`config.mk`:
```
export PLATFORM = sky130hd
export DESIGN_NAME = pio_cfg_loader
export DESIGN_NICKNAME = d
export VERILOG_FILES = /design/src/rtl/pio_cfg_loader.sv
export SDC_FILE = /design/constraint.sdc
export NUM_CORES = 1
export LEC_CHECK = 0
export ABC_AREA = 0
export BUFFER_PORTS_ARGS = -buffer_cell sky130_fd_sc_hd__buf_2
export CAP_MARGIN = 20
export CORE_ASPECT_RATIO = 0.9
export CORE_MARGIN = 8
export CORE_UTILIZATION = 41
export DETAILED_ROUTE_END_ITERATION = 16
export GPL_ROUTABILITY_DRIVEN = 1
export SYNTH_ARGS = -nofsm -noshare
export SYNTH_HDL_FRONTEND = slang
export SYNTH_SLANG_ARGS = --single-unit
export TNS_END_PERCENT = 50
```
`constraint.sdc`:
```
create_clock -name clk -period 11.7 [get_ports clk]
set_input_delay 1.17 -clock clk [delete_from_list [all_inputs] [get_ports clk]]
set_output_delay 1.17 -clock clk [all_outputs]
set_load 0.05 [all_outputs]
```
`src/rtl/pio_cfg_loader.sv`:
```
// pio_cfg_loader
//   Buffers a PIO program plus one machine's configuration, then on a start
//   request replays it onto the pio command bus in the order
//   instructions -> wrap -> clock divider -> pin groups -> enable.
//   Each command is held on the bus for HOLD cycles. All bus outputs are
//   registered, so index/din/mindex keep their last value when not driven.
//
// Ports
//   clk, reset            clock, asynchronous active-high reset
//   prog_we/addr/wdata    program buffer write port (accepted in IDLE only)
//   plen                  program length in words (clamped to PROG_MAX)
//   mindex_cfg, wrap_cfg  target machine and wrap-top index
//   div_cfg               16.8 clock divider
//   pin_grps_cfg, en_cfg  packed pin groups, machine enable mask
//   start                 begin a load (sampled in IDLE only)
//   busy, done            sequence in progress / one-cycle end pulse
//   action,index,mindex,din  pio command bus
module pio_cfg_loader #(
  parameter int HOLD     = 2,
  parameter int PROG_MAX = 32
) (
  input  logic        clk,
  input  logic        reset,
  input  logic        prog_we,
  input  logic [4:0]  prog_addr,
  input  logic [15:0] prog_wdata,
  input  logic [5:0]  plen,
  input  logic [1:0]  mindex_cfg,
  input  logic [4:0]  wrap_cfg,
  input  logic [23:0] div_cfg,
  input  logic [31:0] pin_grps_cfg,
  input  logic [3:0]  en_cfg,
  input  logic        start,
  output logic        busy,
  output logic        done,
  output logic [3:0]  action,
  output logic [4:0]  index,
  output logic [1:0]  mindex,
  output logic [31:0] din
);

  localparam int HW = (HOLD > 1) ? $clog2(HOLD) : 1;

  localparam logic [3:0] A_NONE  = 4'd0;
  localparam logic [3:0] A_INSTR = 4'd1;
  localparam logic [3:0] A_WRAP  = 4'd2;
  localparam logic [3:0] A_PINS  = 4'd5;
  localparam logic [3:0] A_EN    = 4'd6;
  localparam logic [3:0] A_DIV   = 4'd7;

  typedef enum logic [2:0] {
    S_IDLE, S_INSTR, S_WRAP, S_DIV, S_PINS, S_EN, S_FIN
  } state_t;

  state_t         state_q, state_d;
  logic [HW-1:0]  hcnt_q, hcnt_d;
  logic [4:0]     k_q, k_d;

  // captured configuration
  logic [5:0]     plen_q;
  logic [1:0]     mcfg_q;
  logic [4:0]     wrap_q;
  logic [23:0]    div_q;
  logic [31:0]    pins_q;
  logic [3:0]     en_q;

  // registered outputs
  logic           busy_q, busy_d;
  logic           done_q, done_d;
  logic [3:0]     action_q, action_d;
  logic [4:0]     index_q, index_d;
  logic [1:0]     mindex_q, mindex_d;
  logic [31:0]    din_q, din_d;

  logic [15:0]    mem_q [PROG_MAX];
  logic [15:0]    rdata_q;
  logic [4:0]     rd_addr;

  logic           idle, cap, wr_en, hold_end, last_word, new_cmd;
  logic [5:0]     plen_clamp;
  logic [1:0]     mcfg_eff;
  logic [4:0]     wrap_eff;

  assign idle       = (state_q == S_IDLE);
  assign cap        = idle && start;
  assign wr_en      = idle && prog_we;
  assign plen_clamp = (plen > 6'(PROG_MAX)) ? 6'(PROG_MAX) : plen;
  assign hold_end   = (hcnt_q == HW'(HOLD - 1));
  assign last_word  = ({1'b0, k_q} == (plen_q - 6'd1));

  // With plen=0 the start edge goes straight to WRAP, before the captured
  // registers have been loaded, so take those fields from the inputs then.
  assign mcfg_eff = idle ? mindex_cfg : mcfg_q;
  assign wrap_eff = idle ? wrap_cfg   : wrap_q;

  always_ff @(posedge clk) begin
    if (wr_en) mem_q[prog_addr] <= prog_wdata;
  end

  // Prefetch: the word after the one being driven is always ready in
  // rdata_q, so word steps need no read bubble. A same-edge write to the
  // prefetch address is forwarded.
  assign rd_addr = (state_d == S_INSTR) ? (k_d + 5'd1) : 5'd0;

  always_ff @(posedge clk) begin
    rdata_q <= (wr_en && (prog_addr == rd_addr)) ? prog_wdata : mem_q[rd_addr];
  end

  always_comb begin
    state_d  = state_q;
    hcnt_d   = hcnt_q;
    k_d      = k_q;
    busy_d   = busy_q;
    done_d   = 1'b0;
    action_d = action_q;
    index_d  = index_q;
    mindex_d = mindex_q;
    din_d    = din_q;

    case (state_q)
      S_IDLE: begin
        if (start) begin
          state_d = (plen_clamp == 6'd0) ? S_WRAP : S_INSTR;
          hcnt_d  = '0;
          k_d     = '0;
        end
      end
      S_INSTR: begin
        if (hold_end) begin
          hcnt_d = '0;
          if (last_word) state_d = S_WRAP;
          else           k_d     = k_q + 5'd1;
        end else begin
          hcnt_d = hcnt_q + HW'(1);
        end
      end
      S_WRAP, S_DIV, S_PINS, S_EN: begin
        if (hold_end) begin
          hcnt_d = '0;
          case (state_q)
            S_WRAP:  state_d = S_DIV;
            S_DIV:   state_d = S_PINS;
            S_PINS:  state_d = S_EN;
            default: state_d = S_FIN;
          endcase
        end else begin
          hcnt_d = hcnt_q + HW'(1);
        end
      end
      S_FIN:   state_d = S_IDLE;
      default: state_d = S_IDLE;
    endcase

    // a fresh command (new state or next instruction word) loads the bus
    new_cmd = (state_d != state_q) || ((state_q == S_INSTR) && hold_end);

    case (state_d)
      S_IDLE: begin
        busy_d   = 1'b0;
        action_d = A_NONE;
      end
      S_INSTR: begin
        busy_d   = 1'b1;
        action_d = A_INSTR;
        if (new_cmd) begin
          index_d = k_d;
          din_d   = {16'b0, rdata_q};
        end
      end
      S_WRAP: begin
        busy_d   = 1'b1;
        action_d = A_WRAP;
        mindex_d = mcfg_eff;
        index_d  = wrap_eff;
      end
      S_DIV: begin
        busy_d   = 1'b1;
        action_d = A_DIV;
        din_d    = {8'b0, div_q};
      end
      S_PINS: begin
        busy_d   = 1'b1;
        action_d = A_PINS;
        din_d    = pins_q;
      end
      S_EN: begin
        busy_d   = 1'b1;
        action_d = A_EN;
        din_d    = {28'b0, en_q};
      end
      S_FIN: begin
        busy_d   = 1'b1;
        action_d = A_NONE;
        done_d   = 1'b1;
      end
      default: begin
        busy_d   = 1'b0;
        action_d = A_NONE;
      end
    endcase
  end

  always_ff @(posedge clk or posedge reset) begin
    if (reset) begin
      state_q  <= S_IDLE;
      hcnt_q   <= '0;
      k_q      <= '0;
      plen_q   <= '0;
      mcfg_q   <= '0;
      wrap_q   <= '0;
      div_q    <= '0;
      pins_q   <= '0;
      en_q     <= '0;
      busy_q   <= 1'b0;
      done_q   <= 1'b0;
      action_q <= '0;
      index_q  <= '0;
      mindex_q <= '0;
      din_q    <= '0;
    end else begin
      state_q  <= state_d;
      hcnt_q   <= hcnt_d;
      k_q      <= k_d;
      busy_q   <= busy_d;
      done_q   <= done_d;
      action_q <= action_d;
      index_q  <= index_d;
      mindex_q <= mindex_d;
      din_q    <= din_d;
      if (cap) begin
        plen_q <= plen_clamp;
        mcfg_q <= mindex_cfg;
        wrap_q <= wrap_cfg;
        div_q  <= div_cfg;
        pins_q <= pin_grps_cfg;
        en_q   <= en_cfg;
      end
    end
  end

  assign busy   = busy_q;
  assign done   = done_q;
  assign action = action_q;
  assign index  = index_q;
  assign mindex = mindex_q;
  assign din    = din_q;

endmodule

```
; ---- Word level (Yosys, flattened, before mapping)
; Memory sizes are Yosys's and may differ from the RTL's. A register that Yosys moved wholly into a read port is not among the register bits.
; Index checks and enable logic that the tools add are counted.
[word_totals]
ff_bits = 127
mem_bits_rw = 512
word_cells = 78
mem_count = 1
[mem_list]
columns = name, words, word_bits, read_ports, rd_clocked_by_memory_dff, wr, line_no
row1 = mem_q, 32, 16, 1, 1, 1, 75  ; logic [15:0] mem_q [PROG_MAX];
[op_classes]
addsub = 4
magnitude_cmp = 1
n_eq_ne = 15
mux = 27
reduce_logical = 15
[op_table]
columns = cell, count
row1 = 32-bit one-hot mux with 4 select lines, 1
row2 = 32-bit two-way mux, 1
row3 = 5-bit two-way mux, 6
row4 = 5-bit one-hot mux with 2 select lines, 2
row5 = 3-bit one-hot mux with 3 select lines, 2
row6 = "3-bit equality test, second input constant", 5
row7 = 3-bit one-hot mux with 5 select lines, 1
row8 = "3-bit by 2-bit equality test with 1-bit output, second input constant", 4
row9 = 3-bit two-way mux, 4
row10 = "5-bit by 1-bit adder with 5-bit output, second input constant", 2
row11 = "3-bit by 1-bit equality test with 1-bit output, second input constant", 2
row12 = 5-bit by 6-bit equality test with 1-bit output, 1
row13 = "6-bit > comparator, second input constant", 1
row14 = 6-bit zero test, 1
row15 = 1-bit two-way mux, 6
row16 = 6-bit two-way mux, 1
row17 = 2-bit AND reduction, 3
row18 = 6-bit OR reduction, 1
row19 = "6-bit by 1-bit subtractor with 6-bit output, second input constant", 1
row20 = 5-bit OR reduction, 1
row21 = 2-bit two-way mux, 2
row22 = "2-bit inequality test, second input constant", 2
row23 = 2-bit nonzero test, 2
row24 = 4-bit nonzero test, 1
row25 = 7 further kinds, 9

; ---- Logic depth before layout (Yosys ltp)
; Gate-level depths: netlist (run 1).
[depth]
depth_word = 10
mapped_depth = 11

; ---- Worst setup path before layout (run 1)
; No wires, ideal clock.
[synth_path]
path_type = flip-flop to flip-flop
startpoint = register plen_q[0]
endpoint = register din_q[0], in the netlist din[0]
t_arrival_ns = 2.902
required_ns = 11.575
path_slack_ns = 8.672
path_stages_with_launch = 12
path_buffers = 1
cell_sequence = dfrtp_1 inv_1 ha_1 or3b_2 a211oi_2 and4_4 a31oi_2 nor3_4 a311oi_2 nor3_4 buf_6 mux2_4
[synth_via]
elab_chain_len = 9
[synth_lines]
columns = item, line_no
row1 = from (decl), 60  ; logic [5:0] plen_q;
row2 = from (signal assigned), 231  ; plen_q <= plen_clamp;
row3 = 6-bit by 1-bit subtractor with 6-bit output *, 89  ; assign last_word = ({1'b0, k_q} == (plen_q - 6'd1));
row4 = 5-bit by 6-bit equality test with 1-bit output *, 89
row5 = 3-bit two-way mux *, 131  ; if (last_word) state_d = S_WRAP;
row6 = 3-bit two-way mux *, 129  ; if (hold_end) begin
row7 = 3-bit one-hot mux with 3 select lines *, 120  ; case (state_q)
row8 = 3-bit inequality test, 155  ; new_cmd = (state_d != state_q) || ((state_q == S_INSTR) && hold_end);
row9 = 1-bit logical OR, 155
row10 = 2-bit inequality test (no line), -
row11 = 2-bit AND reduction (no line), -
row12 = to (signal assigned), 229  ; din_q <= din_d;
row13 = to (decl), 73  ; logic [31:0] din_q, din_d;
; Every way passes the cells marked *; elsewhere a longest branch is shown, timed or not.
; A chain may end at the register's enable or synchronous reset.

; ---- Worst setup path after layout (run 1)
[layout_path]
startpoint = register plen_q[0]
endpoint = register din_q[1], in the netlist din[1]
; Same word-level chain as after synthesis.

==> flow_metrics.tcl, run 1 <==
set metrics [dict create \
    status "complete, no violations" \
    drive_above_1_share 0.3023 \
    core-area_um2 61120 \
    netlist_instances 1406 \
    die_w_um 277.9 \
    start_util 0.4141 \
    period_needed_ns 3.986 \
    hpwl_um 37090 \
    cts_hold_buf 0 \
    crit_top_cell "nor3_4" \
    p_leak_nw 10.34 \
    ir_drop_mv 0.1296 \
    place.port_buffers 141 \
    drc 0 \
    ys.flop_type "edfxtp_1" \
    finalHoldViolCount 0 \
    syn_avg_cell_area_um2 18.00 \
    fmax_mhz 250.9 \
    fin_util 0.4778 \
    crit_chain "inv_1 -> ha_1 -> or3b_2 -> a211oi_2 -> and4_4 -> a31oi_2 -> nor3_4 -> nor3_1 -> nor3_4 -> buf_4 -> mux2_2" \
    setup_tns_ns 0 \
    synth_top_area_frac 0.6074 \
    first_iter_violations 1312 \
    finalWeightedCongestion 0.8055 \
    n_fill_cell 5121 \
    synth_seq_cells 643 \
    async_flop_share 0.1960 \
    post_cts_resize_count 0 \
    grt_max_degree 73 \
    setup_viol 0 \
    grt.overflow.total 0 \
    routed_via_density 5.566 \
    worst-path-buf-inv 2 \
    timing.rr.start "plen_q[0]" \
    antenna_found_initial 7 \
    critPathSlowestCell "nor3_4" \
    dieArea_um2 69950 \
    yosys.area.top_type "edfxtp_1" \
    end_kind "register" \
    hp-start "din[17]" \
    hold_slack_ns 0.4715 \
    wire_per_inst_um 25.08 \
    regArea_um2 18640 \
    ff2ff_setup_slack_ns 7.71 \
    grt_pass1_vias 13810 \
    report.final.slew_viol_count 0 \
    wl_um 60840 \
    skew_ns 0.03638 \
    path_delay_family "simple AND/OR/NAND/NOR gates" \
    insertion_delay_ns 0.64 \
    cts_buffers 61 \
    synth-edff-count 512 \
    final_cell_mix "512 x edfxtp_1, 255 x nand2_1, 152 x mux4_2" \
    cts_setup_buffers 0 \
    cts_tree "done" \
    first_pass_iters 5 \
    worst_pin_slew_ns 0.9603 \
    crit_arrival_ns 4.50 \
    row_count 86 \
    start_kind "register" \
    grt_pass1_wl_um 90800 \
    cts-root-buf "clkbuf_16" \
    setup_ws_ns 7.714 \
    power_w 0.006971 \
    cts_num_sinks 643 \
    final.period_utilization 0.3407 \
    crit_start "plen_q[0]" \
    multi_input_area_um2 6429 \
    yosysUniqueCellTypes 60 \
    track_usage 0.1719 \
    synth_warnings 0 \
    fin_nets 1682 \
    clockBufferDepth 3 \
    area_delta_synth_final_pct 15.38 \
    syn_nets 1507 \
    path_clk_slew_ns 0.06 \
    slowest_delay_ns 0.64 \
    die_y_um 251.7 \
    ant_nets 0 \
    drv_cap 0 \
    worst-setup-path-type "register to register" \
    final_common_cell "edfxtp_1" \
    crit_required_ns 12.21 \
    synth_area_leaders "edfxtp_1 61%, mux4_2 14%, dfrtp_1 12%" \
    dpl_worst_slack_ns 7.523 \
    rsz0062_at_grt "no" \
    pin_count 143 \
    vias 13500 \
    ctsHtreeMaxLevel 2 \
    synth_area_um2 25310 \
    yosysSeqAreaShare 0.7359 \
    maxSlewHeadroom 0.3575 \
    critical_path.max_fanout 17 \
    powerDensity_nw_per_um2 238.7 \
    hp-class "register to register" \
]
power breakdown:
| part | switching [W] | internal [W] |
|---|---|---|
| Combinational | 0.00127 | 0.000832 |
| Clock | 0.000851 | 0.00107 |
| Sequential | 0.000227 | 0.00272 |
path summary, 6_finish.rpt:
| kind | end | cells past startpoint |
|---|---|---|
| max in group asynchronous | pins_q[6] | 3 |
| worst min-delay path | din[17] | 1 |
| min in group asynchronous | mcfg_q[0] | 2 |
| worst max register to register | din[1] | 11 |
| worst max-delay path | din[1] | 11 |
| worst min register to register | din[17] | 1 |
stage by stage:
stage | area (µm²) | std cells
after global placement | 27110 | 2304
after global routing | 29200 | 2425
after detailed placement | 27220 | 2309
after floorplan | 25310 | 1406
final | 29200 | 2426
after CTS | 29170 | 2422
worst reg2reg max path, delay by kind of cell (launching register included):
kind	cells	cell delay (ns)
mux	1	0.39
compound gates	2	0.40
buf+inv	2	0.52
simple gates	5	1.94
fa+ha+maj	1	0.22
flops	1	0.41
state kept, by name, indices dropped and copies added, names as in the netlist, named ones only:
signal	count
state_q	3
hcnt_q	1
pins_q	32
plen_q	6
mcfg_q	2
done	1
en_q	4
mindex	2
action	3
busy	1
wrap_q	5
index	5
k_q	5
din	32
div_q	24
mem_q	512
per-layer routing:
metal | share of wire | global-route usage | up-vias
met5 | 0.00021 | 0 | -
met4 | 0.019 | 0.03871 | 2
met3 | 0.074 | 0.03842 | 77
met2 | 0.46 | 0.2674 | 478
met1 | 0.44 | 0.2481 | 7084
li1 | - | - | 5861
logic make-up (layout without fill, tap and decap cells):
logic type	Yosys count	after routing	synth area share
fa+ha+maj	3	3	0.001483
xor+xnor	9	9	0.003114
compound gates	109	109	0.03342
other cells	1	4	0.0001482
flops	643	643	0.7359
buf+inv	88	313	0.01414
mux	180	180	0.1486
simple gates	373	373	0.06312
Yosys cell counts, types with 5 or more instances:
master and n:
edfxtp_1 512, nand2_1 256, inv_1 14, mux2_4 10, a22oi_1 16, dfrtp_1 126
clkbuf_1 52, nand3b_1 6, nor2_1 52, a21o_1 9, a222oi_1 15, nor3_1 8
a21oi_1 13, nand4_1 8, buf_1 12, mux2i_1 11, mux4_2 152, a22o_1 17
nor2b_1 6, xnor2_1 5, nand3_1 9, buf_2 7, dfxtp_1 5, o21ai_0 14
cell type report:
type,instances,area share
Antenna cell,3,0.0002571
Clock buffer,74,0.05394
Clock inverter,39,0.01268
Inverter,14,0.001885
Multi-Input combinational cell,675,0.2201
Sequential cell,643,0.6382
Tap cell,792,0.03393
Timing Repair Buffer,186,0.03899
Note: power is estimated with default switching activity, not from simulation.
==> run 2, diff against run 1 <==
==> constraint.sdc (replaced) <==
create_clock -name clk -period 3.3 [get_ports clk]
set_input_delay 0.33 -clock clk [delete_from_list [all_inputs] [get_ports clk]]
set_output_delay 0.33 -clock clk [all_outputs]
set_load 0.05 [all_outputs]
==> run 2 against run 1 <==
  * Count of clock-buffer cells in the layout is 15 higher
  * Register-to-register slack worse by 7.5 ns
  * Design area rose by 3.6%
  * Flip-flop and latch count stayed put
  * Global-route usage rose by 0.10 points
  * Sequential power increased to 3.5 times the previous value
  * Routed wire length grew 0.71%
  * Utilization increased by 1.7 points
  * Sequential share of layout area fell by 2.2 points
  * Combinational power grew to 3.7 times the previous value
  * Critical endpoint is now din[22]
==> flow_metrics.tcl, run 2 (synthesis results as in run 1) <==
set metrics [dict create \
    r2r_end "din[22]" \
    hold-path-cell-count 3 \
    area_delta_synth_final_pct 19.52 \
    rsz0062_at_grt "no" \
    start_kind "register" \
    postPlaceCellArea_um2 27410 \
    cts_tree "done" \
    ir_drop_mv 0.4610 \
    final_common_cell "edfxtp_1" \
    cts_buffers 66 \
    die_y_um 251.7 \
    pin_count 143 \
    die_w_um 277.9 \
    dieArea_um2 69950 \
    grt_max_degree 73 \
    vias 13750 \
    grt_pass1_vias 14240 \
    insertion_delay_ns 0.61 \
    crit_top_cell "buf_4" \
    reg2regPathDepth 12 \
    fin_util 0.4950 \
    timing.rr.start "plen_q[0]" \
    regArea_um2 18640 \
    final.period_utilization 0.9482 \
    start_util 0.4141 \
    maxSlewHeadroom 0.3397 \
    crit_chain "inv_1 -> ha_1 -> or3b_2 -> a211oi_2 -> nand4_2 -> nor2_4 -> a211oi_4 -> a311oi_2 -> nor3_4 -> buf_4 -> buf_4 -> a21o_1" \
    antenna_found_initial 1 \
    slowest_delay_ns 0.47 \
    stdcell_area_um2 30250 \
    crit_arrival_ns 3.61 \
    largest_reg_flops 512 \
    instances_no_fill 2519 \
    wl_um 61270 \
    fin_nets 1776 \
    powerDensity_nw_per_um2 843.0 \
    finalHoldViolCount 0 \
    regMostFlops "mem_q" \
    drv_cap 0 \
    critical_path.max_fanout 16 \
    core-area_um2 61120 \
    hp-class "input port to register" \
    drc 0 \
    hpwl_um 37960 \
    multi_input_area_um2 6424 \
    routed_via_density 5.458 \
    place.port_buffers 141 \
    p_leak_nw 10.84 \
    report.final.slew_viol_count 0 \
    path_clk_slew_ns 0.06 \
    power_w 0.02550 \
    end_kind "register" \
    skew_ns 0.01979 \
    cts_setup_buffers 0 \
    period_needed_ns 3.129 \
    first_iter_violations 1297 \
    ff2ff_setup_slack_ns 0.17 \
    worst-setup-path-type "register to register" \
    grt.overflow.total 0 \
    wire_per_inst_um 24.32 \
    fmax_mhz 319.6 \
    grt_pass1_wl_um 91160 \
    cts_num_sinks 643 \
    ctsHtreeMaxLevel 3 \
    drive_above_1_share 0.2994 \
    finalWeightedCongestion 0.8267 \
    setup_tns_ns 0 \
    status "complete, no violations" \
    dp.cells 2328 \
    n_fill_cell 5029 \
    setup_viol 0 \
    track_usage 0.1729 \
    cts-root-buf "clkbuf_16" \
    worst_pin_slew_ns 0.9869 \
    critPathSlowestCell "or3b_2" \
    worstHoldEndpoint "plen_q[2]" \
    clockBufferDepth 3 \
    ant_nets 0 \
    hp-start "plen[2]" \
    first_pass_iters 6 \
    diodes 0 \
    final_cell_mix "512 x edfxtp_1, 255 x nand2_1, 152 x mux4_2" \
    row_count 86 \
    crit_required_ns 3.78 \
]
run 2: cell type report:
type	count	area share
Timing Repair Buffer	275	0.06659
Multi-Input combinational cell	675	0.2123
Inverter	14	0.001861
Clock buffer	89	0.06067
Sequential cell	643	0.6161
Clock inverter	31	0.009719
Tap cell	792	0.03276
run 2: per-layer routing:
| layer | part of all wire | routed length (µm) | track usage |
|---|---|---|---|
| met1 | 0.43 | 26480 | 0.2398 |
| met2 | 0.48 | 29160 | 0.2733 |
| met3 | 0.068 | 4195 | 0.04027 |
| met4 | 0.023 | 1420 | 0.05033 |
| met5 | 0.00028 | 17 | 0 |
run 2: timing repair:
item	in CTS	in global routing
endpoints found under the setup margin	0	18
hold endpoints to repair	104	0
resized for setup	0	1
hold buffers	71	0
run 2: per-stage QoR:
stage          hold slack [ns]  worst slack [ns]
2_1_floorplan           0.4289            0.2724
3_3_place_gp            0.4570            0.1667
3_5_place_dp            0.4646           0.09560
4_1_cts                0.01903           0.09078
5_1_grt                0.03710           0.01340
6_report               0.05023            0.1710
run 2: how the worst max path moves through the flow:
stage	depth (start not counted)	to	slack (ns)	from
floorplan	11	din[0]	0.27	plen_q[0]
global placement	12	din[26]	0.17	plen_q[0]
detailed placement	12	din[26]	0.1	plen_q[0]
CTS	12	din[22]	0.09	plen_q[0]
global route	11	index[1]	0.01	plen_q[0]
finish	12	din[22]	0.17	plen_q[0]
run 2: critical path, delay by kind of cell, from the launching register on:
family | cells | cell delay, ns
and+or+nand+nor | 4 | 0.97
AOI/OAI and AO/OA | 4 | 0.94
buffers and inverters | 3 | 0.47
DFF | 1 | 0.41
adders and majority gates | 1 | 0.21
run 2: power by group:
| part | switching [W] | internal [W] | leakage (nW) |
|---|---|---|---|
| clock network | 0.00308 | 0.00425 | 1.04 |
| logic | 0.00467 | 0.00316 | 3.64 |
| registers | 0.000715 | 0.00964 | 6.16 |
| total | 0.00846 | 0.0170 | 10.8 |
